### config.mk
export PLATFORM = sky130hd
export DESIGN_NAME = if_fetch_stage
export DESIGN_NICKNAME = d
export VERILOG_FILES = /design/src/rtl/if_fetch_stage.sv
export SDC_FILE = /design/constraint.sdc
export NUM_CORES = 1
export LEC_CHECK = 0
export CORE_ASPECT_RATIO = 1.75
export CORE_UTILIZATION = 53
export DETAILED_ROUTE_END_ITERATION = 16
export PLACE_DENSITY = 0.91
export SYNTH_ARGS = -nofsm -noshare
export SYNTH_HDL_FRONTEND = slang
export SYNTH_SLANG_ARGS = --single-unit
### constraint.sdc
create_clock -name clk -period 4.47 [get_ports clk]
set_clock_uncertainty 0.2 [all_clocks]
set_input_delay 0.6705 -clock clk [delete_from_list [all_inputs] [get_ports clk]]
set_output_delay 0.6705 -clock clk [all_outputs]
set_load 0.01 [all_outputs]
### src/rtl/if_fetch_stage.sv
// Instruction-fetch stage: PC register, req/ack instruction-memory port and the IF/ID register.
// One-entry skid buffer absorbs a word that returns while ID is stalled.
module if_fetch_stage #(
   parameter logic [31:0] RESET_PC = 32'h0000_0000,
   parameter int unsigned PC_INC   = 4,
   parameter logic [31:0] NOP_WORD = 32'h0000_0000
) (
   input  logic        clk,
   input  logic        reset,
   output logic        imem_req,
   output logic [31:0] imem_addr,
   input  logic        imem_ack,
   input  logic [31:0] imem_rdata,
   input  logic        stall_ID,
   input  logic        branch_taken,
   input  logic [31:0] branch_target,
   input  logic        jump,
   input  logic [31:0] jump_target,
   input  logic        IF_Flush,
   output logic [31:0] PC_IF,
   output logic [31:0] PC_sumado_IF,
   output logic [31:0] instruction_ID,
   output logic [31:0] PC_sumado_ID,
   output logic        valid_ID
);

   localparam logic [31:0] PC_STEP = 32'(PC_INC);

   typedef enum logic [1:0] {IDLE, REQ, HOLD} state_t;

   state_t      state, state_next;
   logic [31:0] pc, pc_next;
   logic [31:0] pending_pc, pending_pc_next;
   logic        kill, kill_next;
   logic [31:0] skid_instr, skid_instr_next;
   logic [31:0] skid_sum, skid_sum_next;
   logic [31:0] instr_next, sum_next;
   logic        valid_next;
   logic        redirect;
   logic [31:0] target;
   logic [31:0] pc_sum;

   assign redirect     = jump | branch_taken;
   assign target       = jump ? jump_target : branch_target;
   assign pc_sum       = pc + PC_STEP;
   assign imem_req     = (state == REQ);
   assign imem_addr    = pc;
   assign PC_IF        = pc;
   assign PC_sumado_IF = pc_sum;

   always_comb begin
      state_next      = state;
      pc_next         = pc;
      pending_pc_next = pending_pc;
      kill_next       = kill;
      skid_instr_next = skid_instr;
      skid_sum_next   = skid_sum;
      instr_next      = instruction_ID;
      sum_next        = PC_sumado_ID;
      valid_next      = valid_ID;

      case (state)
         IDLE: state_next = REQ;
         REQ: begin
            if (redirect) begin
               // The word in flight belongs to the wrong path; remember where to go if it is still pending.
               if (imem_ack) begin
                  pc_next   = target;
                  kill_next = 1'b0;
               end else begin
                  pending_pc_next = target;
                  kill_next       = 1'b1;
               end
               instr_next = NOP_WORD;
               sum_next   = 32'h0;
               valid_next = 1'b0;
            end else if (imem_ack && kill) begin
               pc_next   = pending_pc;
               kill_next = 1'b0;
               if (!stall_ID) begin
                  instr_next = NOP_WORD;
                  sum_next   = 32'h0;
                  valid_next = 1'b0;
               end
            end else if (imem_ack) begin
               pc_next = pc_sum;
               if (stall_ID) begin
                  skid_instr_next = imem_rdata;
                  skid_sum_next   = pc_sum;
                  state_next      = HOLD;
               end else begin
                  instr_next = imem_rdata;
                  sum_next   = pc_sum;
                  valid_next = 1'b1;
               end
            end else if (!stall_ID) begin
               instr_next = NOP_WORD;
               sum_next   = 32'h0;
               valid_next = 1'b0;
            end
         end
         HOLD: begin
            if (redirect) begin
               pc_next    = target;
               state_next = REQ;
               instr_next = NOP_WORD;
               sum_next   = 32'h0;
               valid_next = 1'b0;
            end else if (!stall_ID) begin
               instr_next = skid_instr;
               sum_next   = skid_sum;
               valid_next = 1'b1;
               state_next = REQ;
            end
         end
         default: state_next = IDLE;
      endcase

      // Flush only touches IF/ID; fetch-side state above still advances.
      if (IF_Flush) begin
         instr_next = NOP_WORD;
         sum_next   = 32'h0;
         valid_next = 1'b0;
      end
   end

   always_ff @(posedge clk) begin
      if (reset) begin
         state          <= IDLE;
         pc             <= RESET_PC;
         pending_pc     <= RESET_PC;
         kill           <= 1'b0;
         skid_instr     <= NOP_WORD;
         skid_sum       <= 32'h0;
         instruction_ID <= NOP_WORD;
         PC_sumado_ID   <= 32'h0;
         valid_ID       <= 1'b0;
      end else begin
         state          <= state_next;
         pc             <= pc_next;
         pending_pc     <= pending_pc_next;
         kill           <= kill_next;
         skid_instr     <= skid_instr_next;
         skid_sum       <= skid_sum_next;
         instruction_ID <= instr_next;
         PC_sumado_ID   <= sum_next;
         valid_ID       <= valid_next;
      end
   end

endmodule

==> impl_metrics.csv, run 1 <==
group,metric,value,unit
status,outcome,"completed",
die,die-area,19200,µm²
grt,grt_max_degree,76,
sta,timing.fmax,243,MHz
power_and_ir_drop,p_leak,4.56,nW
routing,wirelength,30.8,mm
sta,slew-limit-headroom,33.5,%
critical_path,start_kind,"flop",
yosys,synth-compound-area-share,25.7,%
sta,setup_viol,0,
yosys,synthAdderAreaFrac,0.632,%
routing,vias,10100,
final_layout,synthToLayoutAreaGrowth,30.3,%
critical_path,reg2reg_slack,1.52,ns
sta,final_hold_viol_count,0,
yosys,synthTopCellsByArea,"dfxtp_1 (40%), nor2_1 (5.6%), a21oi_1 (4.9%), a211oi_1 (4.5%), nand2_1 (4.3%)",
die,ioPinCount,265,
critical_path,crit_family,"simple AND/OR/NAND/NOR gates",
critical_path,worst_path_max_delay_cell,"dfxtp_1",
clocking,path_clk_slew,0.08,ns
yosys,synth_top_family_by_area,"compound AO/OA/AOI/OAI gates",
yosys,synth_nets,1325,
clocking,root_buffer,"clkbuf_16",
placement,hpwl,21.7,mm
yosys,synth_most_common_cell,"dfxtp_1",
clocking,cts_setup_buffers,0,
critical_path,crit_fanout,11,
final_layout,final_nets,1484,
clocking,cts_tree,"done",
sta,tns,0,ns
critical_path,required,3.60,ns
yosys,ys_seq_elements,196,
placement,gp_congestion,0.953,
power_and_ir_drop,ir_worst_vdd,390,µV
clocking,cts.htree.levels,4,
hold_path,hold_path_class,"flop to flop",
yosys,yosys.area_share.simple,19.3,%
sta,period_share,92.0,%
critical_path,worstPathArrival,3.24,ns
critical_path,startpoint,"PC_IF[2]$_SDFFE_PP0P_",
yosys,synth_mux_area_share,3.97,%
yosys,synthArstFlopShare,0,%
grt,grt_pass1_wl,48.6,mm
yosys,yosys.area_share.xor_xnor,2.11,%
final_layout,fillerInstances,1347,
yosys,ys_types,70,
critical_path,crit_chain,"ha_1, nand4_1, nor2_1, nand3_1, xor2_1, inv_1, clkdlybuf4s50_1",
yosys,synth_ff_type,"dfxtp_1",
clocking,insertion_delay,0.44,ns
sta,rsz0062_at_grt,"false",
final_layout,seq_area,3920,µm²
power_and_ir_drop,powerDensity,523,nW/µm²
sta,slew_violations,0,
critical_path,criticalPathCategory,"flop to output pin",
critical_path,r2r_start,"state[0]$_SDFFE_PP0P_",
yosys,syn_area_per_cell,8.13,µm²
die,die_x,105,µm
yosys,synthCells,1217,
routing,antenna_left,0,
job,cap_violations,0,
grt,grt_pass1_vias,9624,
routing,wl_per_cell,19.0,µm
critical_path,cp_num_buf_inv,2,
yosys,synth_area,9890,µm²
clocking,clkSinkCount,196,
yosys,yosysTopAreaCellShare,39.7,%
critical_path,crit_end,"PC_sumado_IF[26]",
yosys,yosysSeqAreaShare,39.7,%
yosys,yosys_warnings,0,
routing,drt_iter0_markers,874,
yosys,synth_edf_count,0,
clocking,ctsResizeCount,0,
final_layout,multi_input_area,5150,µm²
routing,dr.pass1.iters,6,
critical_path,cp.depth,7,
die,fp-row-count,65,
grt,antenna_found_initial,0,
critical_path,slowest_delay,0.56,ns
yosys,yosys.area.top_type,"dfxtp_1",
clocking,cts-hold-fix-buffers,0,
critical_path,r2r_end,"PC_sumado_ID[22]$_SDFFE_PP0P_",
die,coreArea,18100,µm²
die,die-height,183,µm
sta,min_period,4.11,ns
grt,grt-ovfl-total,0,
critical_path,worstRegToRegCells,8,
routing,drcViolationCount,0,
yosys,synth_common_cells,"dfxtp_1 (196), nor2_1 (147), nand2_1 (113)",
placement,dp_cells,1591,
final_layout,drive_above_1_share,5.83,%
routing,avgViaCountPerCell,6.20,
clocking,cts_buffers,17,
clocking,clk_path_buf_depth,2,
final_layout,diodes,0,
final_layout,fin_cells,1623,
die,start_util,54.6,%
placement,port_buffers,264,
critical_path,end_kind,"output pin",
grt,track_usage,31.4,%
sta,tightest_slew,0.997,ns
sequential cells by signal, summed over array words and instances, names as in the netlist:
name and count:
pending_pc 32, PC_sumado_ID 32, state 2, valid_ID 1
skid_instr 32, instruction_ID 32, PC_IF 32, kill 1
skid_sum 32
power breakdown:
group / internal [W] / switching, W
clock: 0.000771 / 0.000803
combinational: 0.00124 / 0.00158
sequential: 0.00198 / 0.000366
cell usage in the layout (no fill, tap or decap), types with 15 or more instances in the layout:
master             n
nand4_1           15
a21oi_1           97
clkbuf_16         17
nand3_1           24
mux2i_1           37
inv_1             29
o21ai_0           63
nand2_1          113
clkdlybuf4s50_1  262
nor2_1           147
buf_4             17
nor3_1            31
dfxtp_1          196
a211oi_1          59
a22oi_1           47
a22o_1            33
worst min-delay path, cell delays in order, from the launching register on:
cell and delay, ns:
dfxtp_1 0.31, nand2_1 0.05, a21oi_1 0.05
worst min path at each step:
stage | depth (start not counted) | slack (ns) | start | endpoint
after floorplan | 2 | 0.23 | skid_sum[22]$_SDFFE_PP0P_ | PC_sumado_ID[22]$_SDFFE_PP0P_
after global placement | 2 | 0.24 | PC_sumado_ID[20]$_SDFFE_PP0P_ | PC_sumado_ID[20]$_SDFFE_PP0P_
after detailed placement | 2 | 0.25 | skid_instr[5]$_SDFFE_PP0P_ | skid_instr[5]$_SDFFE_PP0P_
after CTS | 2 | 0.26 | skid_instr[10]$_SDFFE_PP0P_ | skid_instr[10]$_SDFFE_PP0P_
after global routing | 2 | 0.27 | skid_instr[9]$_SDFFE_PP0P_ | skid_instr[9]$_SDFFE_PP0P_
final | 2 | 0.26 | skid_instr[18]$_SDFFE_PP0P_ | skid_instr[18]$_SDFFE_PP0P_
layout make-up:
class                   instances  area share (%)
well taps                     234            2.27
multi-input cells             850            39.9
repair buffers                282            21.7
inverters                      29           0.844
flip-flops and latches        196            30.4
clock buffers                  17            3.30
clock inverters                15            1.54
routing by layer:
| metal | global-route usage [%] | vias to the layer above | wire, µm |
|---|---|---|---|
| li1 | - | 4680 | - |
| met1 | 35.0 | 4650 | 11300 |
| met2 | 55.4 | 606 | 15500 |
| met3 | 5.47 | 128 | 2440 |
| met4 | 18.4 | 0 | 1620 |
| met5 | 0 | - | 0 |
through the flow:
step	area [µm²]	hold WS, ns	setup WS, ns	util, %	total power, W
final	12900	0.257	0.357	71.1	0.00674
after global routing	12900	0.272	0.289	71.1	0.00703
after CTS	12900	0.257	0.440	71.1	0.00669
after detailed placement	12300	0.246	0.918	67.7	0.00513
after global placement	12300	0.239	0.995	67.7	0.00506
after floorplan	9890	0.231	1.70	-	0.00400
cells by family (layout without fill, tap and decap cells):
| family | count (synthesis) | count (layout) |
|---|---|---|
| AND/OR/NAND/NOR | 405 | 405 |
| AO/OA/AOI/OAI | 378 | 378 |
| flip-flops | 196 | 196 |
| buffers and inverters | 171 | 343 |
| multiplexers | 39 | 39 |
| XOR/XNOR | 23 | 23 |
| adder cells (fa/ha/maj) | 5 | 5 |
Note: power is estimated with default switching activity, not from simulation.
==> run 2: changes to the inputs <==
--- a/config.mk
+++ b/config.mk
@@ -8,7 +8,7 @@
 export CORE_ASPECT_RATIO = 1.75
 export CORE_UTILIZATION = 53
 export DETAILED_ROUTE_END_ITERATION = 16
-export PLACE_DENSITY = 0.91
+export PLACE_DENSITY = 0.92
 export SYNTH_ARGS = -nofsm -noshare
 export SYNTH_HDL_FRONTEND = slang
 export SYNTH_SLANG_ARGS = --single-unit
==> impl_metrics.csv, run 2 (synthesis gave the netlist of run 1 again) <==
group,metric,value,unit
power_and_ir_drop,p_leak,4.57,nW
hold_path,hold_path_class,"flop to flop",
hold_path,worstHoldStart,"skid_instr[2]$_SDFFE_PP0P_",
die,die-area,19200,µm²
grt,grt-ovfl-total,0,
routing,antenna_left,0,
final_layout,fin_cells,1625,
sta,slew-limit-headroom,29.5,%
clocking,cts_tree,"done",
hold_path,min_to,"skid_instr[2]$_SDFFE_PP0P_",
placement,gp_congestion,0.981,
critical_path,cp_num_buf_inv,1,
critical_path,worst_path_max_delay_cell,"clkdlybuf4s50_1",
critical_path,crit_fanout,11,
routing,drcViolationCount,0,
sta,tightest_slew,1.06,ns
sta,final_hold_viol_count,0,
grt,grt_max_degree,78,
final_layout,drive_above_1_share,5.97,%
clocking,path_clk_slew,0.08,ns
grt,track_usage,32.2,%
final_layout,diodes,0,
critical_path,slowest_delay,0.58,ns
sta,tns,0,ns
critical_path,criticalPathCategory,"flop to output pin",
sta,slew_violations,0,
clocking,clkSinkCount,196,
clocking,cts_setup_buffers,0,
critical_path,reg2reg_slack,1.61,ns
die,die_x,105,µm
critical_path,crit_family,"simple AND/OR/NAND/NOR gates",
critical_path,r2r_start,"state[0]$_SDFFE_PP0P_",
job,cap_violations,0,
clocking,ctsResizeCount,0,
critical_path,crit_chain,"ha_1, nand4_1, or3_1, nor3_2, xor2_1, clkdlybuf4s50_1",
die,fp-row-count,65,
routing,wl_per_cell,19.4,µm
placement,port_buffers,264,
sta,min_period,4.19,ns
clocking,cts_buffers,17,
power_and_ir_drop,powerDensity,524,nW/µm²
critical_path,r2r_end,"instruction_ID[20]$_SDFFE_PP0P_",
critical_path,cp.depth,6,
routing,dr.pass1.iters,8,
grt,grt_pass1_wl,49.3,mm
die,ioPinCount,265,
final_layout,final_cell_mix,"clkdlybuf4s50_1 (262), dfxtp_1 (196), nor2_1 (147)",
die,start_util,54.6,%
power_and_ir_drop,ir_worst_vdd,340,µV
clocking,cts-hold-fix-buffers,0,
critical_path,required,3.60,ns
routing,drt_iter0_markers,918,
sta,rsz0062_at_grt,"false",
critical_path,worstRegToRegCells,8,
die,die-height,183,µm
final_layout,synthToLayoutAreaGrowth,30.4,%
final_layout,fillerInstances,1378,
routing,avgViaCountPerCell,6.21,
die,coreArea,18100,µm²
sta,setup_viol,0,
hold_path,hold_path_depth,2,
critical_path,start_kind,"flop",
clocking,root_buffer,"clkbuf_16",
grt,antenna_found_initial,0,
final_layout,final_nets,1486,
final_layout,final_common_cell,"clkdlybuf4s50_1",
routing,wirelength,31.6,mm
status,outcome,"completed",
placement,dp_cells,1593,
clocking,clk_path_buf_depth,2,
sta,period_share,93.7,%
critical_path,end_kind,"output pin",
clocking,insertion_delay,0.44,ns
clocking,cts.htree.levels,4,
placement,hpwl,21.9,mm
critical_path,worstPathArrival,3.32,ns
sta,timing.fmax,239,MHz
grt,grt_pass1_vias,9303,
routing,vias,10100,
[run 2: area by class of cell]
class	instances	area, µm²	area share [%]
multi-input cells	850	5150	39.9
flip-flops and latches	196	3920	30.4
repair buffers	284	2810	21.8
clock buffers	17	425	3.30
well taps	234	293	2.27
clock inverters	15	195	1.51
inverters	29	109	0.843
[run 2: per-stage QoR]
step	util (%)	hold WS, ns	total power, W	setup WS (ns)	cell area [µm²]
global placement	67.7	0.241	0.00508	1.01	12300
finish	71.2	0.256	0.00676	0.284	12900
floorplan	-	0.231	0.00400	1.70	9890
detailed placement	67.7	0.246	0.00516	0.923	12300
CTS	71.2	0.258	0.00670	0.410	12900
global route	71.2	0.278	0.00704	0.207	12900
[run 2: worst max path at each step]
| stage | start | end | slack, ns |
|---|---|---|---|
| finish | PC_IF[2]$_SDFFE_PP0P_ | PC_sumado_IF[22] | 0.28 |
| global route | PC_IF[2]$_SDFFE_PP0P_ | PC_sumado_IF[22] | 0.21 |
| CTS | PC_IF[2]$_SDFFE_PP0P_ | PC_sumado_IF[22] | 0.41 |
| detailed placement | PC_IF[2]$_SDFFE_PP0P_ | PC_sumado_IF[22] | 0.92 |
| global placement | PC_IF[2]$_SDFFE_PP0P_ | PC_sumado_IF[22] | 1.01 |
| floorplan | PC_IF[2]$_SDFFE_PP0P_ | PC_sumado_IF[22] | 1.70 |
[run 2: worst register-to-register path, delay by kind of cell (launching register included)]
kind / cells / cell delay, ns
AO/OA/AOI/OAI: 1 / 0.13
adder cells (fa/ha/maj): 1 / 0.31
buffers and inverters: 2 / 0.36
flip-flops: 1 / 0.37
AND/OR/NAND/NOR: 4 / 1.43
[run 2: power breakdown]
group | total, W | switching (W) | internal [W]
Combinational | 0.00286 | 0.00162 | 0.00124
Clock | 0.00156 | 0.000793 | 0.000764
Sequential | 0.00234 | 0.000362 | 0.00198
[run 2: per-layer routing]
| metal | wire (µm) | vias to the layer above | GRT usage (%) | share of wire [%] |
|---|---|---|---|---|
| met3 | 2360 | 133 | 4.90 | 7.5 |
| met5 | 0 | - | 0 | 0 |
| met1 | 11700 | 4699 | 37.5 | 37 |
| li1 | - | 4670 | - | - |
| met2 | 15600 | 594 | 54.8 | 49 |
| met4 | 1940 | 0 | 20.3 | 6.1 |
==> run 3: changes to the inputs <==
--- a/config.mk
+++ b/config.mk
@@ -9,6 +9,7 @@
 export CORE_UTILIZATION = 53
 export DETAILED_ROUTE_END_ITERATION = 16
 export PLACE_DENSITY = 0.92
+export SKIP_LAST_GASP = 1
 export SYNTH_ARGS = -nofsm -noshare
 export SYNTH_HDL_FRONTEND = slang
 export SYNTH_SLANG_ARGS = --single-unit
==> results of run 3 <==
No change in the layout: final DEF, timing and power equal those of run 2.
